**config.mk**
```make
export PLATFORM = sky130hd
export DESIGN_NAME = trng_byte_scheduler
export DESIGN_NICKNAME = d
export VERILOG_FILES = /design/src/rtl/trng_pkg.sv /design/src/rtl/von_neumann_debias.sv /design/src/rtl/trng_byte_scheduler.sv
export SDC_FILE = /design/constraint.sdc
export NUM_CORES = 1
export LEC_CHECK = 0
export CAP_MARGIN = 15
export CORE_MARGIN = 2
export CORE_UTILIZATION = 55
export DETAILED_ROUTE_END_ITERATION = 12
export HOLD_SLACK_MARGIN = 0.05
export PLACE_DENSITY = 0.75
export SLEW_MARGIN = 15
export SYNTH_ARGS = -nofsm -noshare
export SYNTH_HDL_FRONTEND = slang
export SYNTH_HIERARCHICAL = 1
export SYNTH_SLANG_ARGS = --single-unit
```
**constraint.sdc**
```tcl
create_clock -name clk_100mhz -period 6.65 [get_ports clk_100mhz]
set_clock_uncertainty 0.15 [all_clocks]
set_input_delay 1.33 -clock clk_100mhz [delete_from_list [all_inputs] [get_ports clk_100mhz]]
set_output_delay 1.33 -clock clk_100mhz [all_outputs]
set_load 0.02 [all_outputs]
```
**src/rtl/trng_pkg.sv**
```systemverilog
// Shared defaults, corrector state type and requester indices for the TRNG byte scheduler.
package trng_pkg;

    localparam int SAMPLE_DIV_DEF = 4;
    localparam int FIFO_DEPTH_DEF = 4;
    localparam int REP_LIMIT_DEF  = 32;

    typedef enum logic {
        VN_FIRST  = 1'b0,
        VN_SECOND = 1'b1
    } vn_state_e;

    localparam logic REQ_VGA  = 1'b0;
    localparam logic REQ_UART = 1'b1;

endpackage

```
**src/rtl/von_neumann_debias.sv**
```systemverilog
// Von Neumann corrector: pairs strobed samples, emits the first sample of a 01/10 pair.
module von_neumann_debias
    import trng_pkg::*;
(
    input  logic clk,
    input  logic reset,
    input  logic strobe,
    input  logic sample,
    output logic bit_valid,
    output logic corr_bit
);

    vn_state_e state_r;
    vn_state_e state_next_s;
    logic      first_r;

    // Corrector state and first-of-pair latch
    always_ff @(posedge clk) begin
        if (reset) begin
            state_r <= VN_FIRST;
            first_r <= 1'b0;
        end else begin
            state_r <= state_next_s;
            if (strobe && (state_r == VN_FIRST)) begin
                first_r <= sample;
            end
        end
    end

    // Pair evaluation: 10 yields 1, 01 yields 0, equal pairs are dropped
    always_comb begin
        state_next_s = state_r;
        bit_valid    = 1'b0;
        corr_bit     = first_r;
        case (state_r)
            VN_FIRST: begin
                if (strobe) begin
                    state_next_s = VN_SECOND;
                end else begin
                    state_next_s = VN_FIRST;
                end
            end
            VN_SECOND: begin
                if (strobe) begin
                    state_next_s = VN_FIRST;
                    bit_valid    = (sample != first_r);
                end else begin
                    state_next_s = VN_SECOND;
                end
            end
            default: begin
                state_next_s = VN_FIRST;
            end
        endcase
    end

endmodule

```
**src/rtl/trng_byte_scheduler.sv**
```systemverilog
// Ring-oscillator entropy harvester: sync, strobe, debias, byte FIFO, two-way round-robin.
// Optional repetition-count health test enabled by defining TRNG_HEALTH_EN.
module trng_byte_scheduler
    import trng_pkg::*;
#(
    parameter int SAMPLE_DIV = SAMPLE_DIV_DEF,
    parameter int FIFO_DEPTH = FIFO_DEPTH_DEF,
    parameter int REP_LIMIT  = REP_LIMIT_DEF
) (
    input  logic                                clk_100mhz,
    input  logic                                reset,
    input  logic                                raw_bit,
    input  logic [1:0]                          req,
    output logic [1:0]                          grant,
    output logic [7:0]                          rnd_data,
    output logic [$clog2(FIFO_DEPTH+1)-1:0]     fifo_level,
    output logic                                health_fail
);

    localparam int DIV_W = (SAMPLE_DIV > 1) ? $clog2(SAMPLE_DIV) : 1;
    localparam int LVL_W = $clog2(FIFO_DEPTH + 1);
    localparam int PTR_W = (FIFO_DEPTH > 1) ? $clog2(FIFO_DEPTH) : 1;

    logic             sync1_r;
    logic             sync2_r;
    logic [DIV_W-1:0] div_cnt_r;
    logic             strobe_s;
    logic             vn_valid_s;
    logic             vn_bit_s;

    logic [7:0]       shift_r;
    logic [2:0]       bit_cnt_r;
    logic [7:0]       hold_r;
    logic             hold_valid_r;
    logic [7:0]       done_byte_s;
    logic             accept_bit_s;
    logic             byte_done_s;
    logic             push_s;
    logic [7:0]       push_data_s;
    logic             full_s;
    logic             push_ok_s;
    logic             health_block_s;

    logic [7:0]       mem_r [FIFO_DEPTH];
    logic [PTR_W-1:0] wr_ptr_r;
    logic [PTR_W-1:0] rd_ptr_r;
    logic [LVL_W-1:0] level_r;
    logic             pop_s;
    logic             winner_s;
    logic             last_r;
    logic [1:0]       grant_r;
    logic [7:0]       rnd_data_r;

    // Two-flop synchronizer; only sync2_r is ever sampled
    always_ff @(posedge clk_100mhz) begin
        if (reset) begin
            sync1_r <= 1'b0;
            sync2_r <= 1'b0;
        end else begin
            sync1_r <= raw_bit;
            sync2_r <= sync1_r;
        end
    end

    // Free-running sample divider
    always_ff @(posedge clk_100mhz) begin
        if (reset) begin
            div_cnt_r <= '0;
        end else if (strobe_s) begin
            div_cnt_r <= '0;
        end else begin
            div_cnt_r <= div_cnt_r + DIV_W'(1);
        end
    end

    assign strobe_s = (div_cnt_r == DIV_W'(SAMPLE_DIV - 1));

    von_neumann_debias u_debias (
        .clk       (clk_100mhz),
        .reset     (reset),
        .strobe    (strobe_s),
        .sample    (sync2_r),
        .bit_valid (vn_valid_s),
        .corr_bit  (vn_bit_s)
    );

    assign full_s    = (level_r == LVL_W'(FIFO_DEPTH));
    assign push_ok_s = !full_s && !health_block_s;

    // Byte assembly; a held byte has priority and blocks new corrected bits
    always_comb begin
        accept_bit_s = 1'b0;
        byte_done_s  = 1'b0;
        push_s       = 1'b0;
        push_data_s  = hold_r;
        done_byte_s  = {shift_r[6:0], vn_bit_s};
        if (hold_valid_r) begin
            push_s      = push_ok_s;
            push_data_s = hold_r;
        end else if (vn_valid_s) begin
            accept_bit_s = 1'b1;
            if (bit_cnt_r == 3'd7) begin
                byte_done_s = 1'b1;
                push_s      = push_ok_s;
                push_data_s = done_byte_s;
            end else begin
                byte_done_s = 1'b0;
            end
        end else begin
            accept_bit_s = 1'b0;
        end
    end

    // Partial byte shift register and held-byte buffer
    always_ff @(posedge clk_100mhz) begin
        if (reset) begin
            shift_r      <= 8'h00;
            bit_cnt_r    <= 3'd0;
            hold_r       <= 8'h00;
            hold_valid_r <= 1'b0;
        end else if (hold_valid_r) begin
            if (push_ok_s) begin
                hold_valid_r <= 1'b0;
            end
        end else if (accept_bit_s) begin
            shift_r   <= done_byte_s;
            bit_cnt_r <= bit_cnt_r + 3'd1;
            if (byte_done_s && !push_ok_s) begin
                hold_r       <= done_byte_s;
                hold_valid_r <= 1'b1;
            end
        end
    end

    // Winner selection: lone requester wins, otherwise whoever was not served last
    always_comb begin
        pop_s = (req != 2'b00) && (level_r != LVL_W'(0));
        case (req)
            2'b01:   winner_s = REQ_VGA;
            2'b10:   winner_s = REQ_UART;
            2'b11:   winner_s = ~last_r;
            default: winner_s = last_r;
        endcase
    end

    // Registered grant, data and round-robin pointer
    always_ff @(posedge clk_100mhz) begin
        if (reset) begin
            grant_r    <= 2'b00;
            rnd_data_r <= 8'h00;
            last_r     <= REQ_UART;
        end else if (pop_s) begin
            grant_r    <= (winner_s == REQ_UART) ? 2'b10 : 2'b01;
            rnd_data_r <= mem_r[rd_ptr_r];
            last_r     <= winner_s;
        end else begin
            grant_r    <= 2'b00;
        end
    end

    // Byte FIFO storage, pointers and occupancy
    always_ff @(posedge clk_100mhz) begin
        if (reset) begin
            wr_ptr_r <= '0;
            rd_ptr_r <= '0;
            level_r  <= '0;
            for (int i = 0; i < FIFO_DEPTH; i++) begin
                mem_r[i] <= 8'h00;
            end
        end else begin
            if (push_s) begin
                mem_r[wr_ptr_r] <= push_data_s;
                wr_ptr_r        <= wr_ptr_r + PTR_W'(1);
            end
            if (pop_s) begin
                rd_ptr_r <= rd_ptr_r + PTR_W'(1);
            end
            case ({push_s, pop_s})
                2'b10:   level_r <= level_r + LVL_W'(1);
                2'b01:   level_r <= level_r - LVL_W'(1);
                default: level_r <= level_r;
            endcase
        end
    end

`ifdef TRNG_HEALTH_EN
    localparam int REP_W = $clog2(REP_LIMIT + 1);

    logic             prev_r;
    logic [REP_W-1:0] rep_cnt_r;
    logic [REP_W-1:0] rep_next_s;
    logic             health_r;

    // Repetition count: restart on a change, saturate at the limit
    always_comb begin
        rep_next_s = rep_cnt_r;
        if (sync2_r != prev_r) begin
            rep_next_s = REP_W'(1);
        end else if (rep_cnt_r < REP_W'(REP_LIMIT)) begin
            rep_next_s = rep_cnt_r + REP_W'(1);
        end else begin
            rep_next_s = rep_cnt_r;
        end
    end

    // Sticky health failure
    always_ff @(posedge clk_100mhz) begin
        if (reset) begin
            prev_r    <= 1'b0;
            rep_cnt_r <= '0;
            health_r  <= 1'b0;
        end else if (strobe_s) begin
            prev_r    <= sync2_r;
            rep_cnt_r <= rep_next_s;
            if (rep_next_s == REP_W'(REP_LIMIT)) begin
                health_r <= 1'b1;
            end
        end
    end

    assign health_block_s = health_r;
    assign health_fail    = health_r;
`else
    assign health_block_s = 1'b0;
    assign health_fail    = 1'b0;
`endif

    assign grant      = grant_r;
    assign rnd_data   = rnd_data_r;
    assign fifo_level = level_r;

endmodule

```
==> metrics.csv, run 1 <==
metric,value,unit
Synth Register Bits,75,
final setup violation count,0,
CTS max path bufs,2,
dominant cells by area after synthesis,"edfxtp_1 (30%), dfxtp_1 (27%), mux4_2 (5.7%)",
syn_nets,300,
"commonest non-fill, non-tap cells in the layout","dfxtp_1 (43), nor2_1 (42), nand2_1 (38)",
pin count of the biggest net entering global routing,44,
CTS resizes,0,
maximum VDD drop,0.0001538,V
Die Span Y,79.70,µm
antenna violations before repair,0,
clock latency on the worst-skew pair,0.34,ns
post-synthesis adder-cell area fraction,2.620,%
maxcap violations,0,
layout cells sized above 1,9.416,%
Synth Area in XOR/XNOR,1.112,%
total power after layout,0.0009849,W
critical path startpoint category,input port,
routed len/inst,14.08,µm
Pleak,1.225,nW
Routed WL,5349,µm
Die X-Extent,79.70,µm
sequential area share after synthesis,57.80,%
simple-gate share of the synthesized area,16.87,%
Netlist cell types,41,
main combinational cell family by area after synthesis,simple AND/OR/NAND/NOR gates,
Synth Instances,289,
clk slew on worst S/H paths,0.07,ns
Clock power frac,28.9,%
Seq pwr share,54.6,%
mapped cell area,3152,µm²
RD Place Congestion,0.7550,
Initial DRC Count,112,
Cell Rows,27,
Inserted Clock Buffers,9,
Total Routing Usage GR,19.29,%
Highest Clock Rate,292.3,MHz
root buffer cell,clkbuf_8,
slowest CP cell,clkdlybuf4s50_1,
Synth Area in Compound Gates,8.932,%
# hold bufs at CTS,0,
Synth top area share,30.49,%
Cell Pwr Density,282.8,nW/µm²
Die Area,6352,µm²
post-detail-place hpwl,3831,µm
arrival time at the worst endpoint,3.54,ns
Final nets,314,
Max Transition Viols Final,0,
post-synthesis mux area share,8.575,%
Pre-Repair DR Iteration Count,4,
Vias/cell,5.413,
"Top FF cell, synth",dfxtp_1,
Internal,0.0007166,W
CP cell instances,clkdlybuf4s50_1 -> o32ai_2 -> inv_2 -> ha_1 -> inv_1 -> fa_1 -> xor2_1 -> or3_1 -> a21oi_1,
vias in the first global route,2018,
Yosys top cell by area,edfxtp_1,
Hold Crit Class,flip-flop to flip-flop,
final hold viol count,0,
Net Sw Power,0.0002683,W
total congestion overflow,0,
Initial Utilization,57.24,%
H-tree depth,3,
post-route setup TNS,0,ns
r2r setup slk,3.87,ns
worst-path fanout max,13,
number of enable flip-flop cells after synthesis,32,
clock sink count,75,
final period utilization,51.44,%
kind of critical path,input port to flip-flop,
first-pass GRT wire length,9349,µm
min Tclk post-route,3.421,ns
actual slew at the worst max-slew pin,1.070,ns
I/O pin cnt,19,
Post-synth ARST share,0,%
via count,2057,
largest stage delay on the critical path,0.52,ns
Comb pwr share,16.5,%
Synth Warn #,6,
area delta synth->final,10.48,%
core box area,5507,µm²
RSZ-0062 raised after global routing,no,
syn avg cell area,10.91,µm²
DRT antenna net count,0,
status,completed,
CTS tree,built,
"commonest non-fill, non-tap cell in the layout",dfxtp_1,
final design utilization,63.24,%
antenna diode count,0,
sw frac,27.24,%
max_slew headroom,27.93,%
CP endpoint kind,flip-flop,
Setup Buffers After CTS,0,
drt drc,0,
WP data required,6.77,ns
PortBufs,17,
## power by group through the flow
stage / Clock (W) / Combinational, W / Sequential, W
3_3_place_gp: 0 / 0.000160 / 0.000547
5_1_grt: 0.000311 / 0.000181 / 0.000542
2_1_floorplan: 0 / 0.000120 / 0.000548
3_5_place_dp: 0 / 0.000163 / 0.000549
4_1_cts: 0.000288 / 0.000163 / 0.000539
6_report: 0.000285 / 0.000162 / 0.000538
## final timing paths
kind,start,end,cells past startpoint
max reg2reg,fifo_level[2],fifo_level[2],8
max,req[1],fifo_level[2],9
min,div_cnt_r[0],div_cnt_r[0],1
min reg2reg,div_cnt_r[0],div_cnt_r[0],1
## metal layers
metal / vias up / wire length, µm / share of wire (%) / global-route usage, %
met3: 15 / 220 / 4.1 / 4.638
li1: 1034 / - / - / -
met5: - / 0 / 0 / 0
met1: 965 / 2414 / 45 / 24.85
met2: 43 / 2600 / 49 / 30.59
met4: 0 / 114 / 2.1 / 9.310
## state kept, by name, summed over array words and instances (netlist names)
signal             count
rd_ptr_r               2
fifo_level             3
sync1_r                1
last_r                 1
shift_r                7
u_debias/corr_bit      1
hold_r                 8
div_cnt_r              2
rnd_data               8
grant                  2
mem_r                 32
wr_ptr_r               2
hold_valid_r           1
bit_cnt_r              3
u_debias/state_r       1
sync2_r                1
## worst max-delay path: cells and delay by family
kind	cells	cell delay [ns]
buffers and inverters	3	0.81
adder cells (fa/ha/maj)	2	0.59
AO/OA/AOI/OAI	2	0.34
AND/OR/NAND/NOR	1	0.30
XOR/XNOR	1	0.16
## logic make-up (layout without fill, tap and decap cells)
logic type / Yosys count / count (layout)
buffers and inverters: 23 / 42
and+or+nand+nor: 112 / 112
DFF: 75 / 75
other: 1 / 1
AOI/OAI and AO/OA: 51 / 51
muxes: 17 / 17
xor gates and xnor gates: 4 / 4
adders and majority gates: 6 / 6
## cell type report
| cell class | count | area, µm² |
|---|---|---|
| clock buffers | 12 | 135.1 |
| multi-input cells | 191 | 1210 |
| clock inverters | 4 | 17.52 |
| inverters | 8 | 30.03 |
| well taps | 72 | 90.09 |
| fillers | 433 | 2024 |
| flip-flops and latches | 75 | 1822 |
| repair buffers | 18 | 177.7 |
## cells in the mapped netlist (all sizes together), types with 2 or more instances
library cell  instances
clkbuf                6
or3                   3
mux2i                 9
dfxtp                43
edfxtp               32
xor2                  3
a21oi                33
nor3b                 2
nor2                 42
buf                   9
nand3                10
nor3                  3
inv                   7
mux4                  8
o21ai                14
nand4                 3
nor2b                 4
and3                  3
nand2                38
ha                    5
## per-stage QoR
| step | worst slack (ns) | hold slack, ns | std cells | cell area (µm²) |
|---|---|---|---|---|
| 6_report | 3.229 | 0.2858 | 380 | 3482 |
| 4_1_cts | 3.240 | 0.2928 | 380 | 3477 |
| 2_1_floorplan | 3.612 | 0.2564 | 289 | 3152 |
| 3_3_place_gp | 2.936 | 0.2676 | 364 | 3324 |
| 5_1_grt | 3.063 | 0.3116 | 380 | 3482 |
| 3_5_place_dp | 2.885 | 0.2789 | 364 | 3324 |
Note: power is estimated with default switching activity, not from simulation.
==> run 2: changes to the inputs <==
- clock period: 6.65 -> 3.46 ns (I/O delays scaled with it)
==> run 2 against run 1 <==
Worst setup slack got worse by 2.6 ns. Count of clock-buffer cells in the layout is 1 higher. Utilization up 1.0 points. Largest power group unchanged. Highest routed layer unchanged.
==> metrics.csv, run 2 (same netlist as run 1, synthesis figures left out) <==
metric,value,unit
via count,2090,
CP cell instances,or3b_1 -> nand2_1 -> ha_1 -> inv_1 -> fa_1 -> xor2_1 -> or3_1 -> a21oi_1,
min Tclk post-route,2.797,ns
Filler Cell Count,447,
Die Span Y,79.70,µm
Hold Crit Class,flip-flop to flip-flop,
Crit Reg-Reg Endpoint,fifo_level[2],
final period utilization,80.84,%
Initial DRC Count,133,
"commonest non-fill, non-tap cells in the layout","dfxtp_1 (43), nor2_1 (42), nand2_1 (38)",
maxcap violations,0,
post-detail-place hpwl,3732,µm
Cell Rows,27,
CTS tree,built,
worst setup margin,0.6629,ns
"commonest non-fill, non-tap cell in the layout",dfxtp_1,
RSZ-0062 raised after global routing,no,
number of flip-flops in the largest register,32,
Hold Path Stages,1,
Net Sw Power,0.0005222,W
"Design Area, Final",3540,µm²
arrival time at the worst endpoint,2.93,ns
Seq pwr share,51.4,%
kind of critical path,flip-flop to flip-flop,
Initial Utilization,57.24,%
area post-placement,3347,µm²
Cell Pwr Density,566.4,nW/µm²
Final nets,317,
core box area,5507,µm²
Hold Startpoint,div_cnt_r[0],
slowest CP cell,or3b_1,
Die Area,6352,µm²
I/O pin cnt,19,
dpl ws,0.4839,ns
antenna violations before repair,0,
WP data required,3.59,ns
Internal,0.001483,W
Routed WL,5294,µm
PortBufs,17,
Reg2Reg Depth,8,
layout cells sized above 1,10.61,%
Comb pwr share,16.4,%
Max Transition Viols Final,0,
largest stage delay on the critical path,0.70,ns
CP endpoint kind,flip-flop,
H-tree depth,3,
final hold viol count,0,
WHS Endpoint,div_cnt_r[0],
clk slew on worst S/H paths,0.08,ns
vias in the first global route,2019,
Setup Buffers After CTS,0,
CTS resizes,0,
sw frac,26.05,%
post-route setup TNS,0,ns
worst-path fanout max,15,
antenna diode count,0,
Hold Worst Slack,0.2870,ns
DRT antenna net count,0,
largest reg by FF count,mem_r,
CTS max path bufs,2,
Clock power frac,32.2,%
actual slew at the worst max-slew pin,1.081,ns
Pre-Repair DR Iteration Count,4,
final setup violation count,0,
Pleak,1.258,nW
Die X-Extent,79.70,µm
critical path startpoint category,flip-flop,
Vias/cell,5.457,
area delta synth->final,12.31,%
maximum VDD drop,0.0003238,V
pin count of the biggest net entering global routing,43,
status,completed,
# hold bufs at CTS,0,
RD Place Congestion,0.7243,
Highest Clock Rate,357.5,MHz
root buffer cell,clkbuf_8,
Total Routing Usage GR,19.39,%
first-pass GRT wire length,9225,µm
Inserted Clock Buffers,9,
clock latency on the worst-skew pair,0.35,ns
max_slew headroom,27.15,%
clock sink count,75,
r2r setup slk,0.66,ns
total congestion overflow,0,
Reg2Reg Launch Point,fifo_level[0],
drt drc,0,
final non-filler cell total,383,
routed len/inst,13.82,µm
dpl cells,367,
[run 2: cell count changes in the layout (fill, tap and decap cells not counted), sizes merged]
cell | previous run | this run
buf | 1 | 4
clkinv | 5 | 3
bufinv | 0 | 1
clkbuf | 12 | 13
[run 2: final cells by class]
type                            instances  area (µm²)  area share, %
Clock inverter                          3       38.79          1.096
Clock buffer                           13       148.9          4.206
Timing Repair Buffer                   21       200.2          5.656
Multi-Input combinational cell        191        1210          34.18
Tap cell                               72       90.09          2.545
Inverter                                8       30.03         0.8484
Sequential cell                        75        1822          51.47
[run 2: routing by layer]
layer	up-vias	routed length, µm	share of wire, %	global-route usage [%]
met5	-	0	0	0
met4	0	108	2.0	10.52
met3	9	277	5.2	4.412
met2	55	2592	49	31.09
met1	988	2315	44	24.41
li1	1038	-	-	-
[run 2: power by group through the flow]
stage               Combinational, W  Sequential (W)  Clock [W]
detailed placement          0.000329         0.00105          0
CTS                         0.000331         0.00103   0.000658
global route                0.000366         0.00104   0.000693
finish                      0.000328         0.00103   0.000645
floorplan                   0.000231         0.00105          0
global placement            0.000322         0.00105          0
[run 2: worst max path at each step]
stage,to,startpoint,depth (start not counted),slack (ns)
final,fifo_level[2],fifo_level[0],8,0.66
after global routing,mem_r[3][6],fifo_level[0],3,0.52
after global placement,fifo_level[2],req[1],9,0.56
after floorplan,fifo_level[2],fifo_level[2],10,0.89
after detailed placement,fifo_level[2],req[1],9,0.48
after CTS,mem_r[1][3],fifo_level[0],3,0.65
[run 2: through the flow]
stage               total power (W)  util (%)
floorplan                  0.001284         -
global route               0.002100     64.28
finish                     0.002005     64.28
global placement           0.001370     60.78
CTS                        0.002023     64.19
detailed placement         0.001382     60.78
[run 2: worst max-delay path, delay by kind of cell (launching register included)]
family          cells  cell delay (ns)
simple gates        3             1.25
fa+ha+maj           2             0.57
flops               1             0.40
xor+xnor            1             0.16
compound gates      1             0.14
buf+inv             1             0.06
==> run 3: changes to the inputs <==
- clock period: 3.46 -> 2.7 ns (I/O delays scaled with it)
==> run 3 against run 2 <==
Utilization grew 1.3 points. Non-clock buffer count up 6. Clock power up 44%. Sequential share of layout area fell by 1.0 points. Maximum frequency grew 8.0%. Via count rose by 1.9%. Combinational power up 34%. Cell area is 2.0% higher. Total power grew 34%. Register-to-register slack got worse by 0.55 ns. First-iteration DRC count grew 20%. Critical endpoint unchanged. Largest cell class unchanged.
==> metrics.csv, run 3 (same netlist as run 1, synthesis figures left out) <==
metric,value,unit
Cell Pwr Density,745.1,nW/µm²
Pre-Repair DR Iteration Count,5,
Hold Crit Class,flip-flop to flip-flop,
Clock power frac,34.6,%
max_slew headroom,56.36,%
CTS max path bufs,2,
drt drc,0,
clock latency on the worst-skew pair,0.34,ns
status,completed,
kind of critical path,flip-flop to flip-flop,
WP data required,2.83,ns
Pleak,1.298,nW
Internal,0.002003,W
antenna diode count,0,
Comb pwr share,16.3,%
Inserted Clock Buffers,9,
actual slew at the worst max-slew pin,0.6533,ns
post-detail-place hpwl,3790,µm
routed len/inst,14.28,µm
RSZ-0062 raised after global routing,no,
arrival time at the worst endpoint,2.72,ns
Die Area,6352,µm²
first-pass GRT wire length,9763,µm
pin count of the biggest net entering global routing,43,
total congestion overflow,0,
Initial DRC Count,159,
final design utilization,65.55,%
area delta synth->final,14.53,%
# hold bufs at CTS,0,
via count,2130,
number of flip-flops in the largest register,32,
vias in the first global route,2103,
PortBufs,17,
H-tree depth,3,
RD Place Congestion,0.7659,
clk slew on worst S/H paths,0.07,ns
maxcap violations,0,
Seq pwr share,49.1,%
CP endpoint kind,flip-flop,
Cell Rows,27,
layout cells sized above 1,12.30,%
Setup Buffers After CTS,0,
critical path startpoint category,flip-flop,
DRT antenna net count,0,
clock sink count,75,
core box area,5507,µm²
Total Routing Usage GR,20.46,%
final hold viol count,0,
Vias/cell,5.476,
Die X-Extent,79.70,µm
Max Transition Viols Final,0,
"commonest non-fill, non-tap cell in the layout",dfxtp_1,
CTS tree,built,
antenna violations before repair,0,
Hold Worst Slack,0.2992,ns
largest reg by FF count,mem_r,
CTS resizes,0,
worst-path fanout max,6,
"commonest non-fill, non-tap cells in the layout","dfxtp_1 (43), nor2_1 (42), nand2_1 (38)",
Initial Utilization,57.24,%
Die Span Y,79.70,µm
maximum VDD drop,0.0005159,V
Highest Clock Rate,386.2,MHz
Routed WL,5554,µm
final period utilization,95.90,%
final setup violation count,0,
post-route setup TNS,0,ns
I/O pin cnt,19,
root buffer cell,clkbuf_8,
sw frac,25.52,%
min Tclk post-route,2.589,ns
Net Sw Power,0.0006865,W
Final nets,323,
-- run 3: cell types whose count changed in the layout (fill, tap and decap cells not counted) --
cell       before  now
buf_4           4   10
o31ai_1         0    1
clkbuf_1        3    1
o21ai_1         9    8
clkinv_1        2    3
clkinv_4        0    1
o21ai_0         4    5
clkinv_2        1    0
o31ai_2         1    0
bufinv_16       1    2
-- run 3: stage by stage --
| stage | power (W) | instance area (µm²) | instances | worst slack, ns |
|---|---|---|---|---|
| after global placement | 0.001775 | 3392 | 373 | 0.1035 |
| after global routing | 0.002822 | 3610 | 389 | 0.005561 |
| after CTS | 0.002720 | 3610 | 389 | 0.1256 |
| after floorplan | 0.001645 | 3152 | 289 | 0.1272 |
| final | 0.002689 | 3610 | 389 | 0.1106 |
| after detailed placement | 0.001792 | 3392 | 373 | 0.03873 |
-- run 3: cell type report --
cell class                 count  area, µm²
clock buffer                  11      141.4
clock inverter                 5      76.32
fill                         432       1897
inverter                       8      30.03
multi-input combinational    191       1205
sequential                    75       1822
tap                           72      90.09
timing repair buffer          27      245.2
-- run 3: power by group through the flow --
stage	registers (W)	logic (W)	clock network (W)
2_1_floorplan	0.00135	0.000296	0
3_3_place_gp	0.00135	0.000430	0
3_5_place_dp	0.00135	0.000442	0
4_1_cts	0.00132	0.000442	0.000954
5_1_grt	0.00134	0.000486	0.00100
6_report	0.00132	0.000438	0.000931
-- run 3: worst max-delay path: stages (launching register included) --
cell	delay [ns]
dfxtp_1	0.32
ha_1	0.24
and3_1	0.27
a21o_2	0.25
nand2_1	0.09
ha_1	0.18
inv_1	0.06
fa_1	0.37
xor2_1	0.16
or3_1	0.30
a21oi_1	0.14
-- run 3: final timing paths --
path	slack, ns	cells past startpoint	start	to
max reg2reg	0.11	10	div_cnt_r[0]	fifo_level[2]
max	0.11	10	div_cnt_r[0]	fifo_level[2]
min	0.30	1	sync1_r	sync2_r
min reg2reg	0.30	1	sync1_r	sync2_r
-- run 3: per-layer routing --
metal  GRT usage [%]  vias to the layer above  part of all wire (%)
met2           33.19                       35                    49
li1                -                     1052                     -
met5               0                        -                     0
met3           5.430                        7                   3.7
met4           8.276                        0                   1.3
met1           26.10                     1036                    46
